`config.mk`:
```
export PLATFORM = sky130hd
export DESIGN_NAME = fp_div_seq_ctrl
export DESIGN_NICKNAME = d
export VERILOG_FILES = /design/src/rtl/fp_div_pkg.sv /design/src/rtl/fp_div_nr_step.sv /design/src/rtl/fp_div_seq_ctrl.sv
export SDC_FILE = /design/constraint.sdc
export NUM_CORES = 1
export LEC_CHECK = 0
export CAP_MARGIN = 20
export CORE_ASPECT_RATIO = 1.75
export CORE_UTILIZATION = 45
export DETAILED_ROUTE_END_ITERATION = 10
export PLACE_DENSITY = 0.65
export SYNTH_ARGS = -nofsm -noshare
export SYNTH_HDL_FRONTEND = slang
export SYNTH_SLANG_ARGS = --single-unit
export TNS_END_PERCENT = 50
```
`constraint.sdc`:
```
create_clock -name clk -period 18.65 [get_ports clk]
set_clock_uncertainty 0.1 [all_clocks]
set_input_delay 2.7975 -clock clk [delete_from_list [all_inputs] [get_ports clk]]
set_output_delay 2.7975 -clock clk [all_outputs]
set_load 0.02 [all_outputs]
```
`src/rtl/fp_div_pkg.sv`:
```
// Shared constants, state encoding and IEEE-754 single field helpers for the
// sequential divide unit.
package fp_div_pkg;

  localparam int BIAS = 127;
  localparam logic [31:0] QNAN    = 32'h7FC0_0000;
  localparam logic [31:0] POS_INF = 32'h7F80_0000;

  // Partial remainder and mantissa widths of the iteration stage
  localparam int RW = 27;
  localparam int MW = 24;

  typedef logic [1:0] state_t;
  localparam state_t ST_IDLE = 2'd0;
  localparam state_t ST_DIV  = 2'd1;
  localparam state_t ST_NORM = 2'd2;
  localparam state_t ST_DONE = 2'd3;

  // out_flags = {invalid, div_by_zero, overflow, underflow}
  localparam int FLG_INV = 3;
  localparam int FLG_DZ  = 2;
  localparam int FLG_OVF = 1;
  localparam int FLG_UNF = 0;

  function automatic logic f_sign(input logic [31:0] x);
    return x[31];
  endfunction

  function automatic logic [7:0] f_exp(input logic [31:0] x);
    return x[30:23];
  endfunction

  function automatic logic [22:0] f_frac(input logic [31:0] x);
    return x[22:0];
  endfunction

endpackage

```
`src/rtl/fp_div_nr_step.sv`:
```
// One combinational non-restoring division iteration: shift in a dividend
// bit, then subtract or add the divisor depending on the remainder sign.
module fp_div_nr_step
  import fp_div_pkg::*;
#(
  parameter int RWID = RW,
  parameter int MWID = MW
) (
  input  logic signed [RWID-1:0] r,
  input  logic                   next_bit,
  input  logic        [MWID-1:0] mb,
  output logic signed [RWID-1:0] r_nxt,
  output logic                   qbit
);

  logic            sub;
  logic            carry;
  logic [RWID-1:0] sh;
  logic [RWID-1:0] addend;
  logic [RWID-1:0] sum;

  // Subtraction is add of the one's complement with carry-in set
  always_comb begin
    sub    = ~r[RWID-1];
    sh     = {r[RWID-2:0], next_bit};
    addend = sub ? ~{{(RWID-MWID){1'b0}}, mb} : {{(RWID-MWID){1'b0}}, mb};
    carry  = sub;
    sum    = '0;
    for (int i = 0; i < RWID; i++) begin
      sum[i] = sh[i] ^ addend[i] ^ carry;
      carry  = (sh[i] & addend[i]) | (sh[i] & carry) | (addend[i] & carry);
    end
    r_nxt = $signed(sum);
    qbit  = ~sum[RWID-1];
  end

endmodule

```
`src/rtl/fp_div_seq_ctrl.sv`:
```
// Sequential IEEE-754 single divide: unpack/classify, 26 non-restoring
// iterations through one shared stage, normalise, then hold for writeback.
module fp_div_seq_ctrl
  import fp_div_pkg::*;
#(
  parameter int QBITS = 26,
  parameter int BIAS  = 127
) (
  input  logic        clk,
  input  logic        rst,
  input  logic        in_valid,
  output logic        in_ready,
  input  logic [31:0] in_a,
  input  logic [31:0] in_b,
  output logic        out_valid,
  input  logic        out_ready,
  output logic [31:0] out_q,
  output logic [3:0]  out_flags
);

  localparam int CW = $clog2(QBITS);

  state_t            state_q, state_d;
  logic [CW-1:0]     cnt_q, cnt_d;
  logic signed [RW-1:0] r_q, r_d;
  logic [QBITS-1:0]  q_q, q_d;
  logic              sign_q, sign_d;
  logic [7:0]        ea_q, ea_d;
  logic [7:0]        eb_q, eb_d;
  logic [MW-1:0]     mb_q, mb_d;
  logic              ma_lsb_q, ma_lsb_d;
  logic [31:0]       res_q, res_d;
  logic [3:0]        flags_q, flags_d;
  logic              out_valid_q, out_valid_d;

  logic [7:0]  ea, eb;
  logic [22:0] fa, fb;
  logic        a_nan, b_nan, a_inf, b_inf, a_zero, b_zero, sign_in;
  logic        step_bit, qbit;
  logic signed [RW-1:0] r_nxt;
  logic signed [9:0]    e_norm;
  logic [22:0]          frac_norm;

  always_comb begin
    ea      = f_exp(in_a);
    eb      = f_exp(in_b);
    fa      = f_frac(in_a);
    fb      = f_frac(in_b);
    sign_in = f_sign(in_a) ^ f_sign(in_b);
    a_nan   = (ea == 8'hFF) && (fa != '0);
    b_nan   = (eb == 8'hFF) && (fb != '0);
    a_inf   = (ea == 8'hFF) && (fa == '0);
    b_inf   = (eb == 8'hFF) && (fb == '0);
    a_zero  = (ea == 8'h00);
    b_zero  = (eb == 8'h00);
  end

  // Only the first iteration consumes a real dividend bit; the rest shift in zeros
  assign step_bit = (cnt_q == '0) ? ma_lsb_q : 1'b0;

  fp_div_nr_step #(.RWID(RW), .MWID(MW)) u_step (
    .r        (r_q),
    .next_bit (step_bit),
    .mb       (mb_q),
    .r_nxt    (r_nxt),
    .qbit     (qbit)
  );

  always_comb begin
    e_norm = $signed({2'b00, ea_q}) - $signed({2'b00, eb_q}) + $signed(10'(BIAS))
             - $signed({9'b0, ~q_q[QBITS-1]});
    frac_norm = q_q[QBITS-1] ? q_q[QBITS-2:2] : q_q[QBITS-3:1];
  end

  always_comb begin
    state_d     = state_q;
    cnt_d       = cnt_q;
    r_d         = r_q;
    q_d         = q_q;
    sign_d      = sign_q;
    ea_d        = ea_q;
    eb_d        = eb_q;
    mb_d        = mb_q;
    ma_lsb_d    = ma_lsb_q;
    res_d       = res_q;
    flags_d     = flags_q;
    out_valid_d = out_valid_q;
    case (state_q)
      ST_IDLE: begin
        if (in_valid) begin
          sign_d  = sign_in;
          flags_d = '0;
          state_d = ST_DONE;
          if (a_nan || b_nan || (a_zero && b_zero) || (a_inf && b_inf)) begin
            res_d            = QNAN;
            flags_d[FLG_INV] = 1'b1;
          end else if (a_inf) begin
            res_d = {sign_in, POS_INF[30:0]};
          end else if (b_zero) begin
            res_d           = {sign_in, POS_INF[30:0]};
            flags_d[FLG_DZ] = 1'b1;
          end else if (a_zero || b_inf) begin
            res_d = {sign_in, 31'b0};
          end else begin
            // The top 23 dividend bits are always below mb, so they are
            // preloaded as the remainder instead of iterating over them.
            ea_d     = ea;
            eb_d     = eb;
            mb_d     = {1'b1, fb};
            ma_lsb_d = fa[0];
            r_d      = $signed({4'b0000, 1'b1, fa[22:1]});
            q_d      = '0;
            cnt_d    = '0;
            state_d  = ST_DIV;
          end
        end
      end
      ST_DIV: begin
        r_d   = r_nxt;
        q_d   = {q_q[QBITS-2:0], qbit};
        cnt_d = cnt_q + 1'b1;
        if (cnt_q == CW'(QBITS-1)) begin
          cnt_d   = '0;
          state_d = ST_NORM;
        end
      end
      ST_NORM: begin
        flags_d = '0;
        if (e_norm >= 10'sd255) begin
          res_d            = {sign_q, POS_INF[30:0]};
          flags_d[FLG_OVF] = 1'b1;
        end else if (e_norm <= 10'sd0) begin
          res_d            = {sign_q, 31'b0};
          flags_d[FLG_UNF] = 1'b1;
        end else begin
          res_d = {sign_q, e_norm[7:0], frac_norm};
        end
        state_d = ST_DONE;
      end
      default: begin
        if (!out_valid_q) begin
          out_valid_d = 1'b1;
        end else if (out_ready) begin
          out_valid_d = 1'b0;
          state_d     = ST_IDLE;
        end
      end
    endcase
  end

  always_ff @(posedge clk) begin
    if (rst) begin
      state_q     <= ST_IDLE;
      cnt_q       <= '0;
      r_q         <= '0;
      q_q         <= '0;
      sign_q      <= 1'b0;
      ea_q        <= '0;
      eb_q        <= '0;
      mb_q        <= '0;
      ma_lsb_q    <= 1'b0;
      res_q       <= '0;
      flags_q     <= '0;
      out_valid_q <= 1'b0;
    end else begin
      state_q     <= state_d;
      cnt_q       <= cnt_d;
      r_q         <= r_d;
      q_q         <= q_d;
      sign_q      <= sign_d;
      ea_q        <= ea_d;
      eb_q        <= eb_d;
      mb_q        <= mb_d;
      ma_lsb_q    <= ma_lsb_d;
      res_q       <= res_d;
      flags_q     <= flags_d;
      out_valid_q <= out_valid_d;
    end
  end

  assign in_ready  = (state_q == ST_IDLE);
  assign out_valid = out_valid_q;
  assign out_q     = res_q;
  assign out_flags = flags_q;

endmodule

```
Word level (Yosys, flattened, before mapping) --
Index checks and enable logic that the tools add are counted.
Cells by class: add/subtract/negate cells 4, magnitude comparators 2, equality and inequality tests 12, muxes and demuxes 50, bitwise operators 193, reduce and logical (&&, ||, !) cells 29
Operators by type and width (number):
- $mux W27 | 6
- $mux W32 | 5
- $mux W26 | 5
- $and A1 B1 Y1 | 78
- $pmux W32 S2 | 1
- $mux W31 | 2
- $xor A1 B1 Y1 | 55
- $pmux W27 S2 | 1
- $or A1 B1 Y1 | 52
- $pmux W26 S2 | 1
- $logic_not A23 Y1 | 2
- $reduce_bool A23 Y1 | 2
- $mux W5 | 6
- $not A24 Y27 | 1
- $mux W23 | 1
- $eq A8 B8 Y1 const B | 2
- $logic_not A8 Y1 | 2
- $mux W2 | 8
- $ne A2 B2 Y1 const B | 6
- $reduce_and A6 Y1 | 2
- $add A9 B8 Y10 const B | 1
- $ge A10 B9 Y1 const B | 1
- $le A10 B1 Y1 const B | 1
- $mux W1 | 10
- 22 further kinds | 39
Storage, ports and cells: flip-flop bits (word level) 139, input port bits 68, output and inout bits 38, logic and storage cells 302

Logic depth before layout (Yosys ltp) --
Gate-level depths: netlist of the first run.
word-level depth 83, gate-level depth with buffers 35, depth with buffers taken out 35

By module --
A second synthesis of the first run with hierarchy kept.
Unflattened totals: cell total of the unflattened synthesis 943, area, all modules 7832.5 µm²
Modules (own cells, without submodules):
- fp_div_seq_ctrl | instances 1, cells an instance 837, area each 6851.6 µm²
- fp_div_nr_step | instances 1, cells an instance 106, area each 980.9 µm²

Least setup slack after synthesis of the first run --
OpenSTA, ideal clock, no wires.
path kind reg-to-reg, from register r_q[26], to register q_q[0], setup time 0.128 ns, data arrival time 11.258 ns, data required time 18.422 ns, slack 7.165 ns, cell stages (with the launch flop) 35, path buffers 2, period minus slack after synthesis 11.485 ns, cells stage by stage dfxtp_1 > clkbuf_1 > buf_1 > xor2_1 > fa_1 > fa_1 > fa_1 > fa_1 > fa_1 > fa_1 > fa_1 > fa_1 > fa_1 > fa_1 > fa_1 > fa_1 > fa_1 > fa_1 > fa_1 > fa_1 > fa_1 > fa_1 > fa_1 > fa_1 > fa_1 > fa_1 > inv_1 > fa_1 > fa_1 > fa_1 > xor2_1 > xnor2_1 > nor3b_1 > a21oi_1 > nor2_1
Between the ends: word-level cells in the longest chain between the ends 82, elaborated cells between the ends (all ways) 136
RTL lines:
- start: declaration | line fp_div_seq_ctrl.sv:25 | logic signed [RW-1:0] r_q, r_d;
- start signal: assignment | line fp_div_seq_ctrl.sv:168 | r_q <= r_d;
- $mux W27 / $not A1 Y1 (equally long branches) | line fp_div_nr_step.sv:26, fp_div_nr_step.sv:24
- $and A1 B1 Y1 | line fp_div_nr_step.sv:31 | carry = (sh[i] & addend[i]) | (sh[i] & carry) | (addend[i] & carry);
- $or A1 B1 Y1 (2 in a row) | line fp_div_nr_step.sv:31
- $and A1 B1 Y1 | line fp_div_nr_step.sv:31
- $or A1 B1 Y1 (2 in a row) | line fp_div_nr_step.sv:31
- $and A1 B1 Y1 | line fp_div_nr_step.sv:31
- $or A1 B1 Y1 (2 in a row) | line fp_div_nr_step.sv:31
- $and A1 B1 Y1 | line fp_div_nr_step.sv:31
- [... 60 more ...]
- $or A1 B1 Y1 (2 in a row) | line fp_div_nr_step.sv:31
- $and A1 B1 Y1 | line fp_div_nr_step.sv:31
- $or A1 B1 Y1 (2 in a row) | line fp_div_nr_step.sv:31
- $and A1 B1 Y1 | line fp_div_nr_step.sv:31
- $or A1 B1 Y1 (2 in a row) | line fp_div_nr_step.sv:31
- $xor A1 B1 Y1 * | line fp_div_nr_step.sv:30 | sum[i] = sh[i] ^ addend[i] ^ carry;
- $not A1 Y1 * | line fp_div_nr_step.sv:34 | qbit = ~sum[RWID-1];
- $pmux W26 S2 * | line fp_div_seq_ctrl.sv:88 | case (state_q)
- end signal: assignment | line fp_div_seq_ctrl.sv:169 | q_q <= q_d;
- end: declaration | line fp_div_seq_ctrl.sv:26 | logic [QBITS-1:0] q_q, q_d;
Mark *: on every way between the ends. The rest lies on a longest branch, timed or not. A chain may end at the register's enable or synchronous reset.

Worst setup path after layout of the first run --
from register cnt_q[0], to register q_q[0]
Between the ends: word-level cells in the longest chain between the ends 83, elaborated cells between the ends (all ways) 109
RTL lines:
- start: declaration | line fp_div_seq_ctrl.sv:24 | logic [CW-1:0] cnt_q, cnt_d;
- start signal: assignment | line fp_div_seq_ctrl.sv:167 | cnt_q <= cnt_d;
- $logic_not A5 Y1 * | line fp_div_seq_ctrl.sv:59 | assign step_bit = (cnt_q == '0) ? ma_lsb_q : 1'b0;
- $mux W1 * | line fp_div_seq_ctrl.sv:59
- $and A1 B1 Y1 | line fp_div_nr_step.sv:31
- $or A1 B1 Y1 * (2 in a row) | line fp_div_nr_step.sv:31
- $and A1 B1 Y1 | line fp_div_nr_step.sv:31
- $or A1 B1 Y1 | line fp_div_nr_step.sv:31
- $or A1 B1 Y1 * | line fp_div_nr_step.sv:31
- $and A1 B1 Y1 | line fp_div_nr_step.sv:31
- [... 66 more ...]
- $or A1 B1 Y1 | line fp_div_nr_step.sv:31
- $or A1 B1 Y1 * | line fp_div_nr_step.sv:31
- $and A1 B1 Y1 | line fp_div_nr_step.sv:31
- $or A1 B1 Y1 | line fp_div_nr_step.sv:31
- $or A1 B1 Y1 * | line fp_div_nr_step.sv:31
- $xor A1 B1 Y1 * | line fp_div_nr_step.sv:30
- $not A1 Y1 * | line fp_div_nr_step.sv:34
- $pmux W26 S2 * | line fp_div_seq_ctrl.sv:88
Marks and branches as above.

==> out/qor.yml, run 1 <==
sta:
  fmax_mhz: 86.12
  worst_slack_ps: 7039
  final_hold_viol_count: 0
  fin_crit_ps: 11610
  timing.final.crit_share: 0.6226
  rsz0062_at_grt: "no"
  setup_viol: 0
  drv_slew: 0
  slew_headroom: 0.3126
  finalSetupTns_ps: 0
  worst_pin_slew_ps: 1031
drt:
  routed_wl_um: 17940
  drcViolationCount: 0
  first_pass_iters: 4
  post_drt_wl_per_cell_um: 15.37
  drtIter0Drc: 254
  avgViaCountPerCell: 5.345
  postRouteAntennaNets: 0
  vias: 6238
worst_setup_path:
  cp_slowest_stage_delay_ps: 440
  cp-end-kind: "register"
  cp_slowest_cell: "fa_1"
  timing.critical_path.from: "cnt_q[0]$_SDFFE_PP0P_"
  path_class: "reg -> reg"
  critPathMostFrequentCell: "fa_1"
  arrival_ps: 11780
  worstReg2RegEnd: "q_q[0]$_SDFFE_PP0P_"
  r2r-start: "cnt_q[0]$_SDFFE_PP0P_"
  critical_path.endpoint: "q_q[0]$_SDFFE_PP0P_"
  start_kind: "register"
  ff2ff_path_depth: 35
  cp_data_required_time_ps: 18820
  crit_path_max_fanout: 6
  r2r_setup_slack_ps: 7040
outcome:
  status: "finished clean"
floorplanning:
  start_util: 0.4629
  dieArea_mm2: 0.01703
  fp.dieW_um: 99.07
  dieHeight_um: 171.9
  rows: 61
  core-area_mm2: 0.01603
  io_pins: 106
clock_tree:
  clk-insertion-delay-late_ps: 420
  cts.hold.buffers_added: 0
  post_cts_buffers: 0
  cts_buffers: 17
  clock_path_buffers: 2
  path_clk_slew_ps: 70
  htreeDepth: 4
  cts_tree: "built"
  cts.sinks: 139
  clockRootBuffer: "clkbuf_16"
  ctsResizeCount: 0
power:
  p_total_mw: 1.443
  irDropWorstVdd_mv: 0.1905
  switchingPower_mw: 0.6202
  p_clk_frac: 0.223
  swShare: 0.4299
  p_seq_frac: 0.253
  power.leakage_nw: 3.432
  pwr_density_cell_mw_per_mm2: 157.7
  internal_power_mw: 0.8224
  p_comb_frac: 0.524
cells_and_area:
  drive_gt1_frac: 0.07566
  layout_common_cells: "153 x nand2_1, 139 x dfxtp_1, 104 x clkdlybuf4s50_1, 88 x a21oi_1, 69 x inv_1"
  stdcell_count: 1167
  postLayoutCellArea_mm2: 0.009149
  fillers: 1500
  nets: 1083
  area_delta_synth_final_pct: 23.31
  antenna_cells: 0
  final_common_cell: "nand2_1"
placed_design:
  place.gp.congestion: 0.8973
  placed_area_mm2: 0.008594
  dp_hpwl_um: 12810
  dp.cells: 1135
  io_buffers: 105
  place_worst_setup_slack_ps: 7061
run:
  cap_violations: 0
synth:
  synth.avg_cell_area_um2: 8.384
  synth.top_cell.area_share: 0.3750
  syn_area_mm2: 0.007420
  synth-compound-area-share: 0.1612
  syn-num-nets: 1003
  yosysSeqAreaShare: 0.3750
  synth_top_family_by_area: "simple AND/OR/NAND/NOR gates"
  synthSimpleGateAreaFrac: 0.1840
  synth_area_leader_cell: "dfxtp_1"
  ys_top_cells_by_area: "dfxtp_1 38%, nand2_1 7.7%, fa_1 7.3%"
  synth-async-reset-ratio: 0
  synth_edf_count: 0
  synth_cell_type_count: 53
  ys.flop_type: "dfxtp_1"
  synthAdderAreaFrac: 0.1116
  postSynthRegisterBits: 139
  synth_mux_area_frac: 0.06071
  yosys_warnings: 0
  yosys.area_share.xor_xnor: 0.04368
  syn_inst: 885
global_route:
  grt_pass1_wl_um: 30160
  grt.overflow.total: 0
  grt_max_degree: 84
  grtUsageTotal: 0.2252
  grt_pass1_vias: 6357
  antenna_found_initial: 0
hold_path:
  hold_class: "reg -> reg"
## synth_stat cells (20+ instances only)
master    count
nand2_1     153
dfxtp_1     139
a21oi_1      88
inv_1        69
nor2_1       61
clkbuf_1     49
mux2i_1      45
nand3_1      33
a211oi_1     32
xor2_1       28
fa_1         27
ha_1         23
o21ai_2      20
## power by group through the flow
| stage | Sequential [mW] | Combinational [mW] | Clock, mW |
|---|---|---|---|
| floorplan | 0.371 | 0.566 | 0 |
| global placement | 0.370 | 0.733 | 0 |
| detailed placement | 0.371 | 0.755 | 0 |
| CTS | 0.365 | 0.760 | 0.327 |
| global route | 0.370 | 0.853 | 0.339 |
| finish | 0.365 | 0.757 | 0.321 |
## area by class of cell
cell class | instances | area (um^2) | share of cell area
multi-input cells | 624 | 4180 | 0.4569
flip-flops and latches | 139 | 2783 | 0.3042
repair buffers | 114 | 1136 | 0.1242
clock buffers | 17 | 425.4 | 0.04650
inverters | 69 | 259.0 | 0.02831
well taps | 189 | 236.5 | 0.02585
clock inverters | 15 | 128.9 | 0.01409
## registers in the layout, summed over array words and instances, names as in the netlist
name / flops
q_q: 26
ea_q: 8
out_valid: 1
mb_q: 24
state_q: 2
cnt_q: 5
eb_q: 8
out_q: 32
out_flags: 4
r_q: 27
ma_lsb_q: 1
sign_q: 1
## critical path: cells and delay by family, from the launching register on
family / cells / cell delay [ps]
compound gates: 2 / 250
xor+xnor: 2 / 340
fa+ha+maj: 26 / 9900
buf+inv: 2 / 150
flops: 1 / 360
simple gates: 3 / 340
## metrics by stage
step                utilization  hold WS, ps
floorplan                     -        331.9
global placement         0.5345        335.1
CTS                      0.5708        356.1
finish                   0.5708        350.3
global route             0.5708        376.0
detailed placement       0.5362        340.9
## worst min-delay path by stage
stage | endpoint | slack (ps) | cells past startpoint | startpoint
CTS | eb_q[4]$_SDFFE_PP0P_ | 360 | 2 | eb_q[4]$_SDFFE_PP0P_
global route | ea_q[2]$_SDFFE_PP0P_ | 380 | 2 | ea_q[2]$_SDFFE_PP0P_
floorplan | r_q[0]$_SDFFE_PP0P_ | 330 | 2 | r_q[0]$_SDFFE_PP0P_
global placement | out_q[15]$_SDFFE_PP0P_ | 340 | 2 | out_q[15]$_SDFFE_PP0P_
detailed placement | out_q[16]$_SDFFE_PP0P_ | 340 | 2 | out_q[16]$_SDFFE_PP0P_
finish | out_q[16]$_SDFFE_PP0P_ | 350 | 2 | out_q[16]$_SDFFE_PP0P_
## cell families after synthesis
group	count (synthesis)
flops	139
compound gates	186
simple gates	306
xor+xnor	37
fa+ha+maj	50
buf+inv	122
mux	45
## metal layers
metal | routed length, um | global-route usage | vias up
met5 | 0 | 0 | -
met3 | 638 | 0.04770 | 25
met4 | 347 | 0.08632 | 0
met2 | 9834 | 0.4345 | 121
li1 | - | - | 3164
met1 | 7121 | 0.2357 | 2928
Power figures use the tool's default switching activity.
==> run 2, diff against run 1 <==
Clock period 18.65 ns to 11.7 ns, I/O delays scaled along.
==> out/qor.yml, run 2 (same netlist as run 1, synthesis figures left out) <==
worst_setup_path:
  path_class: "reg -> reg"
  critPathMostFrequentCell: "fa_1"
  ff2ff_path_depth: 35
  arrival_ps: 11340
  worstReg2RegEnd: "q_q[0]$_SDFFE_PP0P_"
  r2r-start: "cnt_q[0]$_SDFFE_PP0P_"
  start_kind: "register"
  cp_slowest_stage_delay_ps: 430
  cp-end-kind: "register"
  cp_data_required_time_ps: 11870
  r2r_setup_slack_ps: 530
  crit_path_max_fanout: 6
  cp_slowest_cell: "fa_1"
drt:
  vias: 6298
  routed_wl_um: 17720
  first_pass_iters: 6
  drtIter0Drc: 206
  drcViolationCount: 0
  avgViaCountPerCell: 5.392
  post_drt_wl_per_cell_um: 15.17
  postRouteAntennaNets: 0
cells_and_area:
  area_delta_synth_final_pct: 24.35
  stdcell_count: 1168
  final_util: 0.5756
  antenna_cells: 0
  fillers: 1497
  layout_common_cells: "153 x nand2_1, 139 x dfxtp_1, 104 x clkdlybuf4s50_1, 88 x a21oi_1, 69 x inv_1"
  final_common_cell: "nand2_1"
  multiInputGateArea_mm2: 0.004200
  postLayoutCellArea_mm2: 0.009226
  seq_area_mm2: 0.002783
  drive_gt1_frac: 0.08478
  nets: 1084
  largest_reg_flops: 32
sta:
  timing.final.crit_share: 0.9549
  worst_slack_ps: 527.9
  worst_pin_slew_ps: 1011
  final_hold_viol_count: 0
  setup_viol: 0
  fmax_mhz: 89.51
  whs_ps: 350.0
  finalSetupTns_ps: 0
  fin_crit_ps: 11170
  slew_headroom: 0.3262
  drv_slew: 0
  rsz0062_at_grt: "no"
power:
  p_seq_frac: 0.248
  swShare: 0.4197
  p_clk_frac: 0.235
  p_total_mw: 2.350
  pwr_density_cell_mw_per_mm2: 254.7
  internal_power_mw: 1.364
  irDropWorstVdd_mv: 0.2465
  p_comb_frac: 0.517
  power.leakage_nw: 3.455
  switchingPower_mw: 0.9864
clock_tree:
  clk-insertion-delay-late_ps: 420
  cts_tree: "built"
  clockRootBuffer: "clkbuf_16"
  cts.hold.buffers_added: 0
  cts.sinks: 139
  htreeDepth: 4
  cts_buffers: 17
  clock_path_buffers: 2
  path_clk_slew_ps: 60
hold_path:
  hp-start: "out_q[11]$_SDFFE_PP0P_"
  hold_class: "reg -> reg"
  worstHoldPathCells: 2
  min_to: "out_q[11]$_SDFFE_PP0P_"
outcome:
  status: "finished clean"
global_route:
  grt_pass1_wl_um: 29900
  grt.overflow.total: 0
  grtUsageTotal: 0.2223
  antenna_found_initial: 0
  grt_max_degree: 84
  grt_pass1_vias: 6268
floorplanning:
  dieArea_mm2: 0.01703
  rows: 61
  core-area_mm2: 0.01603
  start_util: 0.4629
  dieHeight_um: 171.9
  io_pins: 106
  fp.dieW_um: 99.07
placed_design:
  dp.cells: 1135
  place.gp.congestion: 0.8848
  dp_hpwl_um: 12710
  place_worst_setup_slack_ps: 127.2
  placed_area_mm2: 0.008574
  io_buffers: 105
run:
  cap_violations: 0
## run 2: changes by cell type in the layout (fill, tap and decap cells not counted), sizes merged
cell	previous run	this run
bufinv	0	2
buf	10	11
clkinv	4	3
clkinvlp	3	2
## run 2: worst max path at each step
| stage | startpoint | endpoint | slack [ps] | depth (start not counted) |
|---|---|---|---|---|
| after CTS | cnt_q[0]$_SDFFE_PP0P_ | q_q[0]$_SDFFE_PP0P_ | 40 | 35 |
| after global routing | cnt_q[1]$_SDFFE_PP0P_ | q_q[0]$_SDFFE_PP0P_ | 40 | 35 |
| after global placement | cnt_q[0]$_SDFFE_PP0P_ | q_q[0]$_SDFFE_PP0P_ | 240 | 35 |
| after floorplan | r_q[26]$_SDFFE_PP0P_ | q_q[0]$_SDFFE_PP0P_ | 210 | 34 |
| after detailed placement | cnt_q[0]$_SDFFE_PP0P_ | q_q[0]$_SDFFE_PP0P_ | 130 | 35 |
| final | cnt_q[0]$_SDFFE_PP0P_ | q_q[0]$_SDFFE_PP0P_ | 530 | 35 |
## run 2: area by class of cell
type | instances | share of cell area
Multi-Input combinational cell | 624 | 0.4552
Timing Repair Buffer | 115 | 0.1239
Inverter | 69 | 0.02807
Sequential cell | 139 | 0.3016
Clock buffer | 17 | 0.04611
Tap cell | 189 | 0.02563
Clock inverter | 15 | 0.01939
## run 2: critical path, delay by kind of cell (launching register included)
| family | cells | cell delay [ps] |
|---|---|---|
| fa+ha+maj | 26 | 9480 |
| compound gates | 2 | 260 |
| xor+xnor | 2 | 330 |
| simple gates | 3 | 340 |
| buf+inv | 2 | 150 |
| flops | 1 | 350 |
## run 2: power groups by stage
| stage | sequential (mW) | clock [mW] | combinational [mW] |
|---|---|---|---|
| final | 0.582 | 0.553 | 1.22 |
| after CTS | 0.583 | 0.562 | 1.20 |
| after global placement | 0.591 | 0 | 1.16 |
| after global routing | 0.591 | 0.583 | 1.38 |
| after detailed placement | 0.592 | 0 | 1.19 |
| after floorplan | 0.591 | 0 | 0.902 |
## run 2: metal layers
metal	GRT usage	routed length (um)	up-vias
met5	0	0	-
met4	0.1208	727	0
met3	0.04002	702	42
met2	0.4080	9443	149
met1	0.2403	6844	2940
li1	-	-	3167
## run 2: repair_timing
action                                  in CTS  in global routing
setup buffers                                0                  0
endpoints found under the setup margin       0                  3
resized for setup                            0                  8
==> run 3, diff against run 2 <==
Settings changed: CTS_CLUSTER_SIZE from default to 30.
Clock period 11.7 ns to 11.3 ns, I/O delays scaled along.
==> out/qor.yml, run 3 (same netlist as run 1, synthesis figures left out) <==
outcome:
  status: "finished clean"
floorplanning:
  rows: 61
  start_util: 0.4629
  io_pins: 106
  dieArea_mm2: 0.01703
  core-area_mm2: 0.01603
  fp.dieW_um: 99.07
  dieHeight_um: 171.9
global_route:
  grt.overflow.total: 0
  grt_max_degree: 84
  grt_pass1_vias: 6028
  grtUsageTotal: 0.2170
  grt_pass1_wl_um: 29160
  antenna_found_initial: 0
run:
  cap_violations: 0
worst_setup_path:
  cp-end-kind: "register"
  r2r-start: "cnt_q[1]$_SDFFE_PP0P_"
  cp_data_required_time_ps: 11470
  ff2ff_path_depth: 35
  crit_path_max_fanout: 2
  critPathMostFrequentCell: "fa_1"
  cp_slowest_stage_delay_ps: 430
  cp_slowest_cell: "fa_1"
  start_kind: "register"
  worstReg2RegEnd: "q_q[0]$_SDFFE_PP0P_"
  r2r_setup_slack_ps: 360
  arrival_ps: 11100
  path_class: "reg -> reg"
clock_tree:
  clock_path_buffers: 2
  cts_buffers: 17
  htreeDepth: 4
  cts_tree: "built"
  clk-insertion-delay-late_ps: 420
  path_clk_slew_ps: 60
  cts.sinks: 139
  clockRootBuffer: "clkbuf_16"
cells_and_area:
  stdcell_count: 1175
  layout_common_cells: "153 x nand2_1, 139 x dfxtp_1, 104 x clkdlybuf4s50_1, 88 x a21oi_1, 69 x inv_1"
  fillers: 1465
  largest_reg_flops: 32
  final_common_cell: "nand2_1"
  seq_area_mm2: 0.002783
  area_delta_synth_final_pct: 24.65
  antenna_cells: 0
  drive_gt1_frac: 0.09331
  final_util: 0.5770
  nets: 1091
  multiInputGateArea_mm2: 0.004205
drt:
  first_pass_iters: 4
  routed_wl_um: 17870
  post_drt_wl_per_cell_um: 15.21
  vias: 6268
  postRouteAntennaNets: 0
  avgViaCountPerCell: 5.334
  drcViolationCount: 0
  drtIter0Drc: 237
hold_path:
  worstHoldPathCells: 2
  hold_class: "reg -> reg"
  hp-start: "out_q[11]$_SDFFE_PP0P_"
  min_to: "out_q[11]$_SDFFE_PP0P_"
sta:
  rsz0062_at_grt: "no"
  fmax_mhz: 91.43
  slew_headroom: 0.3495
  final_hold_viol_count: 0
  fin_crit_ps: 10940
  drv_slew: 0
  whs_ps: 349.2
  setup_viol: 0
  worst_pin_slew_ps: 962.6
  timing.final.crit_share: 0.9679
power:
  pwr_density_cell_mw_per_mm2: 260.6
  power.leakage_nw: 3.471
  irDropWorstVdd_mv: 0.2155
placed_design:
  dp.cells: 1141
  place.gp.congestion: 0.8622
  dp_hpwl_um: 12940
  io_buffers: 105
## run 3: cell types whose count changed in the layout (fill, tap and decap cells not counted), sizes merged
cell	change
inv	-3
clkinvlp	+2
clkinv	+1
buf	+7
## run 3: critical path, delay by kind of cell (launching register included)
| kind | cells | cell delay, ps |
|---|---|---|
| adder cells (fa/ha/maj) | 26 | 9330 |
| flip-flops | 1 | 310 |
| XOR/XNOR | 2 | 320 |
| buffers and inverters | 2 | 150 |
| AO/OA/AOI/OAI | 2 | 230 |
| AND/OR/NAND/NOR | 3 | 330 |
## run 3: per-layer routing
| metal | vias to the layer above | track usage | share of wire |
|---|---|---|---|
| met5 | - | 0 | 0 |
| met4 | 0 | 0.09910 | 0.027 |
| met3 | 29 | 0.03193 | 0.028 |
| met2 | 148 | 0.4105 | 0.54 |
| met1 | 2911 | 0.2367 | 0.40 |
| li1 | 3180 | - | - |
## run 3: where the power goes
| group | switching, mW | internal, mW | leakage [nW] | total [mW] |
|---|---|---|---|---|
| clock | 0.228 | 0.329 | 0.279 | 0.557 |
| combinational | 0.745 | 0.506 | 2.06 | 1.25 |
| sequential | 0.0354 | 0.566 | 1.13 | 0.601 |
| total | 1.01 | 1.40 | 3.47 | 2.41 |
## run 3: timing repair
item,CTS,global route
hold endpoints to repair,0,0
buffers inserted,0,1
hold buffers,0,0
gates resized for setup,5,5
pin swaps,0,0
endpoints found under the setup margin,3,3
## run 3: worst max-delay path by stage
| stage | slack, ps | cells past startpoint | endpoint | from |
|---|---|---|---|---|
| after floorplan | 20 | 34 | q_q[0]$_SDFFE_PP0P_ | r_q[26]$_SDFFE_PP0P_ |
| final | 360 | 35 | q_q[0]$_SDFFE_PP0P_ | cnt_q[1]$_SDFFE_PP0P_ |
| after global routing | 20 | 35 | q_q[0]$_SDFFE_PP0P_ | cnt_q[1]$_SDFFE_PP0P_ |
| after global placement | -120 | 35 | q_q[0]$_SDFFE_PP0P_ | cnt_q[1]$_SDFFE_PP0P_ |
| after detailed placement | -200 | 35 | q_q[0]$_SDFFE_PP0P_ | cnt_q[1]$_SDFFE_PP0P_ |
| after CTS | 50 | 35 | q_q[0]$_SDFFE_PP0P_ | cnt_q[1]$_SDFFE_PP0P_ |
## run 3: area by class of cell
type | instances | share of cell area
clock buffers | 17 | 0.04600
clock inverters | 15 | 0.01772
inverters | 69 | 0.02800
multi-input cells | 624 | 0.4547
flip-flops and latches | 139 | 0.3009
well taps | 189 | 0.02557
repair buffers | 122 | 0.1272
## run 3: metrics by stage
stage | instance area (um^2) | TNS (ps) | setup WS [ps] | power (mW)
2_1_floorplan | 7421 | 0 | 19.54 | 1.545
3_3_place_gp | 8620 | -155.6 | -118.0 | 1.824
3_5_place_dp | 8620 | -337.3 | -202.5 | 1.846
4_1_cts | 9221 | 0 | 51.54 | 2.418
5_1_grt | 9249 | 0 | 23.31 | 2.613
6_report | 9249 | 0 | 363.3 | 2.410
